$ cat src/rtl/pic_pkg.sv
// Shared types and bit positions for the PIC CPU bus controller.
package pic_pkg;

    typedef enum logic [2:0] {
        UNINIT,
        WAIT_ICW2,
        WAIT_ICW3,
        WAIT_ICW4,
        READY
    } state_t;

    typedef struct packed {
        logic ocw3;
        logic ocw2;
        logic ocw1;
        logic icw4;
        logic icw3;
        logic icw2;
        logic icw1;
    } strobe_t;

    localparam int ICW1_IC4    = 0;
    localparam int ICW1_SNGL   = 1;
    localparam int OCW_SEL_D3  = 3;
    localparam int ICW1_SEL_D4 = 4;

endpackage

$ cat src/rtl/pic_sync_cell.sv
// Multi-flop synchroniser for one asynchronous active-low strobe.
module pic_sync_cell #(
    parameter int STAGES = 2
) (
    input  logic clk,
    input  logic reset,
    input  logic d,
    output logic q
);

    logic [STAGES-1:0] sr;

    // Resets to the inactive (high) level so no false edge appears.
    always_ff @(posedge clk or posedge reset) begin
        if (reset) sr <= '1;
        else       sr <= {sr[STAGES-2:0], d};
    end

    assign q = sr[STAGES-1];

endmodule

$ cat src/rtl/pic_bus_control_sync.sv
// PIC CPU bus controller: strobe sync, write decode, ICW/OCW sequencing.
// Define PIC_BUS_ERROR_EN to add the sticky bus_error output.
module pic_bus_control_sync
    import pic_pkg::*;
#(
    parameter int DATA_WIDTH  = 8,
    parameter int SYNC_STAGES = 2
) (
    input  logic                  clk,
    input  logic                  reset,
    input  logic                  chip_select_n,
    input  logic                  read_enable_n,
    input  logic                  write_enable_n,
    input  logic                  address,
    input  logic [DATA_WIDTH-1:0] data_bus_in,
    output logic [DATA_WIDTH-1:0] internal_data_bus,
    output logic                  write_icw1,
    output logic                  write_icw2,
    output logic                  write_icw3,
    output logic                  write_icw4,
    output logic                  write_ocw1,
    output logic                  write_ocw2,
    output logic                  write_ocw3,
    output logic                  read,
    output logic                  init_done,
    output logic                  single_mode,
    output logic                  icw4_needed
`ifdef PIC_BUS_ERROR_EN
    ,
    output logic                  bus_error
`endif
);

    logic cs_s, rd_s, wr_s;
    logic cs_q, wr_q;
    logic done;
    logic hold_addr;
    logic [DATA_WIDTH-1:0] hold_data;
    state_t  state, state_nx;
    strobe_t strb, strb_nx;
    logic ignored;
    logic cap_icw1;

    pic_sync_cell #(.STAGES(SYNC_STAGES)) u_cs (
        .clk(clk), .reset(reset), .d(chip_select_n), .q(cs_s)
    );
    pic_sync_cell #(.STAGES(SYNC_STAGES)) u_rd (
        .clk(clk), .reset(reset), .d(read_enable_n), .q(rd_s)
    );
    pic_sync_cell #(.STAGES(SYNC_STAGES)) u_wr (
        .clk(clk), .reset(reset), .d(write_enable_n), .q(wr_s)
    );

    // Completion: synced write rises, chip select was low the cycle before.
    assign done = wr_s & ~wr_q & ~cs_q;

    always_ff @(posedge clk or posedge reset) begin
        if (reset) begin
            cs_q      <= 1'b1;
            wr_q      <= 1'b1;
            hold_addr <= 1'b0;
            hold_data <= '0;
            read      <= 1'b0;
        end else begin
            cs_q <= cs_s;
            wr_q <= wr_s;
            if (!wr_s && !cs_s) begin
                hold_addr <= address;
                hold_data <= data_bus_in;
            end
            read <= ~rd_s & ~cs_s & wr_s;
        end
    end

    always_comb begin
        state_nx = state;
        strb_nx  = '0;
        ignored  = 1'b0;
        cap_icw1 = 1'b0;
        if (done) begin
            if (!hold_addr && hold_data[ICW1_SEL_D4]) begin
                strb_nx.icw1 = 1'b1;
                cap_icw1     = 1'b1;
                state_nx     = WAIT_ICW2;
            end else begin
                unique case (state)
                    UNINIT: ignored = 1'b1;
                    WAIT_ICW2: begin
                        if (hold_addr) begin
                            strb_nx.icw2 = 1'b1;
                            if (!single_mode)    state_nx = WAIT_ICW3;
                            else if (icw4_needed) state_nx = WAIT_ICW4;
                            else                  state_nx = READY;
                        end else begin
                            ignored = 1'b1;
                        end
                    end
                    WAIT_ICW3: begin
                        if (hold_addr) begin
                            strb_nx.icw3 = 1'b1;
                            state_nx = icw4_needed ? WAIT_ICW4 : READY;
                        end else begin
                            ignored = 1'b1;
                        end
                    end
                    WAIT_ICW4: begin
                        if (hold_addr) begin
                            strb_nx.icw4 = 1'b1;
                            state_nx     = READY;
                        end else begin
                            ignored = 1'b1;
                        end
                    end
                    READY: begin
                        if (hold_addr)                    strb_nx.ocw1 = 1'b1;
                        else if (hold_data[OCW_SEL_D3])   strb_nx.ocw3 = 1'b1;
                        else                              strb_nx.ocw2 = 1'b1;
                    end
                    default: state_nx = UNINIT;
                endcase
            end
        end
    end

    always_ff @(posedge clk or posedge reset) begin
        if (reset) begin
            state             <= UNINIT;
            strb              <= '0;
            internal_data_bus <= '0;
            single_mode       <= 1'b0;
            icw4_needed       <= 1'b0;
        end else begin
            state <= state_nx;
            strb  <= strb_nx;
            if (done) internal_data_bus <= hold_data;
            if (cap_icw1) begin
                single_mode <= hold_data[ICW1_SNGL];
                icw4_needed <= hold_data[ICW1_IC4];
            end
        end
    end

    assign write_icw1 = strb.icw1;
    assign write_icw2 = strb.icw2;
    assign write_icw3 = strb.icw3;
    assign write_icw4 = strb.icw4;
    assign write_ocw1 = strb.ocw1;
    assign write_ocw2 = strb.ocw2;
    assign write_ocw3 = strb.ocw3;
    assign init_done  = (state == READY);

`ifdef PIC_BUS_ERROR_EN
    always_ff @(posedge clk or posedge reset) begin
        if (reset)         bus_error <= 1'b0;
        else if (cap_icw1) bus_error <= 1'b0;
        else if (ignored)  bus_error <= 1'b1;
    end
`else
    logic unused_ignored;
    assign unused_ignored = ignored;
`endif

endmodule
$ cat config.mk
export PLATFORM = sky130hd
export DESIGN_NAME = pic_bus_control_sync
export DESIGN_NICKNAME = d
export VERILOG_FILES = /design/src/rtl/pic_pkg.sv /design/src/rtl/pic_sync_cell.sv /design/src/rtl/pic_bus_control_sync.sv
export SDC_FILE = /design/constraint.sdc
export NUM_CORES = 1
export LEC_CHECK = 0
export CORE_MARGIN = 2
export CORE_UTILIZATION = 40
export CTS_BUF_LIST = sky130_fd_sc_hd__clkbuf_4 sky130_fd_sc_hd__clkbuf_8 sky130_fd_sc_hd__clkbuf_16
export DETAILED_ROUTE_END_ITERATION = 8
export PLACE_DENSITY = 0.62
export SLEW_MARGIN = 20
export SYNTH_ARGS = -nofsm -noshare
export SYNTH_HDL_FRONTEND = slang
export SYNTH_HIERARCHICAL = 1
export SYNTH_SLANG_ARGS = --single-unit
export TNS_END_PERCENT = 50
$ cat constraint.sdc
create_clock -name clk -period 2.3 [get_ports clk]
set_clock_uncertainty 0.15 [all_clocks]
set_input_delay 0.23 -clock clk [delete_from_list [all_inputs] [get_ports clk]]
set_output_delay 0.23 -clock clk [all_outputs]
set_load 0.01 [all_outputs]
# Yosys cells after proc, flatten, opt, wreduce, memory -nomap -nowiden
# Cells that the tools add are included.
# totals
register_bits	38
inputBits	14
out_inout_bits	19
wordCells	62
# classes
eq_ne	8
muxes	19
bitwise_logic	8
n_reduce_logical	8
# op_table
cell	n
$mux 3	7
$pmux 3 s4	1
$ne 3x3->1 const B	3
$mux 1	8
$mux 7	1
$eq 3x2->1 const B	2
$mux 6	1
$reduce_and 5->1	1
$and 1x1->1	4
$not 1->1	4
$eq 3x1->1 const B	1
$eq 3x3->1 const B	1
$logic_not 1->1	3
$logic_not 3->1	1
$logic_and 1x1->1	2
$mux 2	1
$ne 2x1->1 const B	1
$reduce_or 2->1	1

# Logic depth before layout (Yosys ltp)
# depth
depth_word	5
depth_mapped	5
ltp_nobuf	4

# By module
# Netlist, hierarchy kept.
# by_module_without_submodules
module	instances	cells_each	area_per_inst_um2	seq_area_each_um2
pic_bus_control_sync	1	92	1285.0	803.3
pic_sync_cell	3	3	56.3	52.6

# Least setup slack after synthesis
# No wires, ideal clock.
# synth_timing
kind	flip-flop to flip-flop
from	register u_wr.sr[1]
to	register internal_data_bus[0]
setup_time_ns	0.125
t_arrival_ns	1.318
t_required_ns	2.025
setup_slack_ns	0.708
path_stages_with_launch	4
n_path_buf	1
period_less_slack_ns	1.592
path_cell_list	dfstp_2 > nor3b_4 > buf_6 > mux2_2
# synth_via
elab_chain_len	2
# synth_rtl
item	line_no	source
start, declared	pic_sync_cell.sv:11	logic [STAGES-1:0] sr;
start signal, assigned	pic_sync_cell.sv:16	else sr <= {sr[STAGES-2:0], d};
$and 1x1->1 (2 in a row)	pic_bus_control_sync.sv:55	assign done = wr_s & ~wr_q & ~cs_q;
end signal, assigned	pic_bus_control_sync.sv:135	if (done) internal_data_bus <= hold_data;
end, declared	pic_bus_control_sync.sv:16	output logic [DATA_WIDTH-1:0] internal_data_bus,
# No other way between the ends.
# A chain may end at the register's enable or synchronous reset.

# Worst setup path after layout
# layout_timing
from	register state[0]
to	output init_done
# layout_via
elab_chain_len	1
# layout_rtl
item	line_no	source
start, declared	pic_bus_control_sync.sv:39	state_t state, state_nx;
start signal, assigned	pic_bus_control_sync.sv:133	state <= state_nx;
$eq 3x3->1	pic_bus_control_sync.sv:150	assign init_done = (state == READY);
end, declared	pic_bus_control_sync.sv:25	output logic init_done,
# No other way between the ends.

==> impl_metrics.json <==
{
  "tightestPinTransition_ns": 0.508,
  "power_mw": 1.67,
  "min_path_type": "primary input to asynchronous set/reset pin",
  "via_per_inst": 4.83,
  "grt_first_pass_wirelength_um": 4400,
  "syn_avg_cell_area_sq_um": 14.4,
  "powerDensity_nw_per_um2": 876,
  "synthesis.area_sq_um": 1450,
  "ys_types": 29,
  "dieWidth_um": 64.3,
  "cts_resized": 0,
  "cts.reportedPaths.clkPinSlew_ns": 0.12,
  "switchingPower_mw": 0.435,
  "combPwrFrac": 0.207,
  "syn_nets": 115,
  "io_pins": 33,
  "crit_slowest_cell": "clkdlybuf4s50_1",
  "io_buffers": 32,
  "grt_pass1_vias": 972,
  "clock_path_buffers": 2,
  "cpPeakStageDelay_ns": 0.56,
  "most-common-layout-cells": "32 x clkdlybuf4s50_1, 30 x dfrtp_1, 18 x mux2_2, 8 x dfstp_2",
  "cp.required_ns": 1.92,
  "wl_per_cell_um": 13.4,
  "cts-root-buf": "clkbuf_4",
  "gr-usage-all-layers": 0.143,
  "p_int_mw": 1.24,
  "numCtsBuffers": 5,
  "die_area_sq_um": 4130,
  "synth_top_area_frac": 0.516,
  "multi_input_area_sq_um": 449,
  "layout_commonest_cell": "clkdlybuf4s50_1",
  "dpl.hpwl_um": 1800,
  "pwr-share-seq": 0.521,
  "fin_util": 0.559,
  "status": "finished, final reports clean",
  "yosys-top-cells-area": "dfrtp_1 52%, dfstp_2 14%, mux2_2 14%",
  "total_leakage_power_nw": 0.825,
  "grt_max_degree": 33,
  "initial_utilization": 0.426,
  "regArea_sq_um": 961,
  "setup_viol": 0,
  "fin_area_sq_um": 1910,
  "core_area_sq_um": 3420,
  "routed_wl_um": 2500,
  "tns_ns": 0,
  "drive_gt1_frac": 0.293,
  "synth_top_cell_by_area": "dfrtp_1",
  "reg2regPathDepth": 3,
  "cp_cell_sequence": "nor2_1 > and2_1 > clkdlybuf4s50_1",
  "post-route-period-util": 0.939,
  "drt-initial-drc-count": 46,
  "yosysSeqAreaShare": 0.661,
  "clk_latency_ns": 0.34,
  "final.fill_count": 308,
  "h-tree-depth": 2,
  "end_kind": "output pin",
  "antennaDiodeCount": 0,
  "fmax_mhz": 463,
  "cts_setup_buffers": 0,
  "nets": 153,
  "dr.pass1.iters": 3,
  "slew_viol_final": 0,
  "hold_viol_final": 0,
  "cts_sinks": 38,
  "post_dp_cell_area_sq_um": 1830,
  "critPathArrivalTime_ns": 1.78,
  "ys_ff_latch": 38,
  "rows": 21,
  "grt-ovfl-total": 0,
  "drv_cap": 0,
  "swShare": 0.260,
  "cts_tree": "built",
  "drc": 0,
  "num_vias": 898,
  "rsz0062_at_grt": "no",
  "crit_type": "register to output pin",
  "finalWeightedCongestion": 0.666,
  "slew_headroom": 0.661,
  "ant_nets": 0,
  "vdd_drop_max_v": 0.000525,
  "crit_path_max_fanout": 9,
  "fin_crit_ns": 2.16,
  "p_clk_frac": 0.272,
  "hold_buffers": 0,
  "syn_inst": 101,
  "areaGrowthSynthToFinish_pct": 31.2,
  "die_h_um": 64.3,
  "start_kind": "register",
  "antenna_found_initial": 0,
  "yosysWarningCount": 6
}
## power by group through the flow
stage	combinational [mW]	sequential [mW]	clock, mW
after floorplan	0.185	0.867	0
after global placement	0.342	0.878	0
after detailed placement	0.347	0.884	0
after CTS	0.351	0.872	0.472
after global routing	0.377	0.891	0.509
final	0.346	0.871	0.454
## state kept, by name, summed over array words and instances, names as in the netlist, 2 cells and up
signal and flops:
u_cs/sr 2, hold_data 8, u_wr/sr 2, internal_data_bus 8, state 3, u_rd/sr 2
## path summary, 6_finish.rpt
| check | endpoint | slack (ns) | start |
|---|---|---|---|
| max | init_done | 0.14 | state[0]$_DFFE_PP0P_ |
| min | u_rd/sr[0]$_DFF_PP1_ | 0.13 | reset |
| max reg2reg | internal_data_bus[3]$_DFFE_PP0P_ | 0.46 | u_wr/sr[1]$_DFF_PP1_ |
| min reg2reg | u_rd/sr[1]$_DFF_PP1_ | 0.21 | u_rd/sr[0]$_DFF_PP1_ |
| max in group asynchronous | wr_q$_DFF_PP1_ | 1.48 | reset |
| min in group clk | u_rd/sr[0]$_DFF_PP1_ | 0.14 | read_enable_n |
## cell type report
class                   instances  share of cell area
clock buffers                   6              0.0236
clock inverters                 2              0.0197
inverters                       6              0.0118
multi-input cells              54               0.235
flip-flops and latches         38               0.504
well taps                      46              0.0302
repair buffers                 34               0.176
## cell families after synthesis
logic type      synth area share
compound gates            0.0404
buf+inv                   0.0301
flops                      0.661
mux                        0.147
simple gates               0.121
## synth_stat cells, drive strengths merged
library cell	count
dfrtp	30
mux2	19
dfstp	8
inv	6
nand2	5
o21ai	5
nor2	4
nor2b	3
a21oi	2
and3	2
and3b	2
buf	2
nor3b	2
nor4	2
nor4bb	2
and2	1
clkbuf	1
nand3b	1
nor4b	1
o21a	1
o22a	1
o31ai	1
## through the flow
step                hold WS, ns  std cells  setup slack (ns)
floorplan              -0.00850        101             0.708
global placement          0.196        178             0.487
detailed placement        0.200        178             0.443
CTS                       0.119        186             0.124
global route              0.102        186            0.0166
finish                    0.128        186             0.141
## per-layer routing
layer / wire [um] / vias up / track usage
li1: - / 424 / -
met1: 1080 / 448 / 0.179
met2: 1250 / 20 / 0.219
met3: 114 / 6 / 0.0511
met4: 55 / 0 / 0.0745
met5: 0 / - / 0
## worst max-delay path, delay by kind of cell (launching register included)
kind                   cells  cell delay [ns]
and+or+nand+nor            2             0.38
DFF                        1             0.50
buffers and inverters      1             0.56
Power figures use the tool's default switching activity.
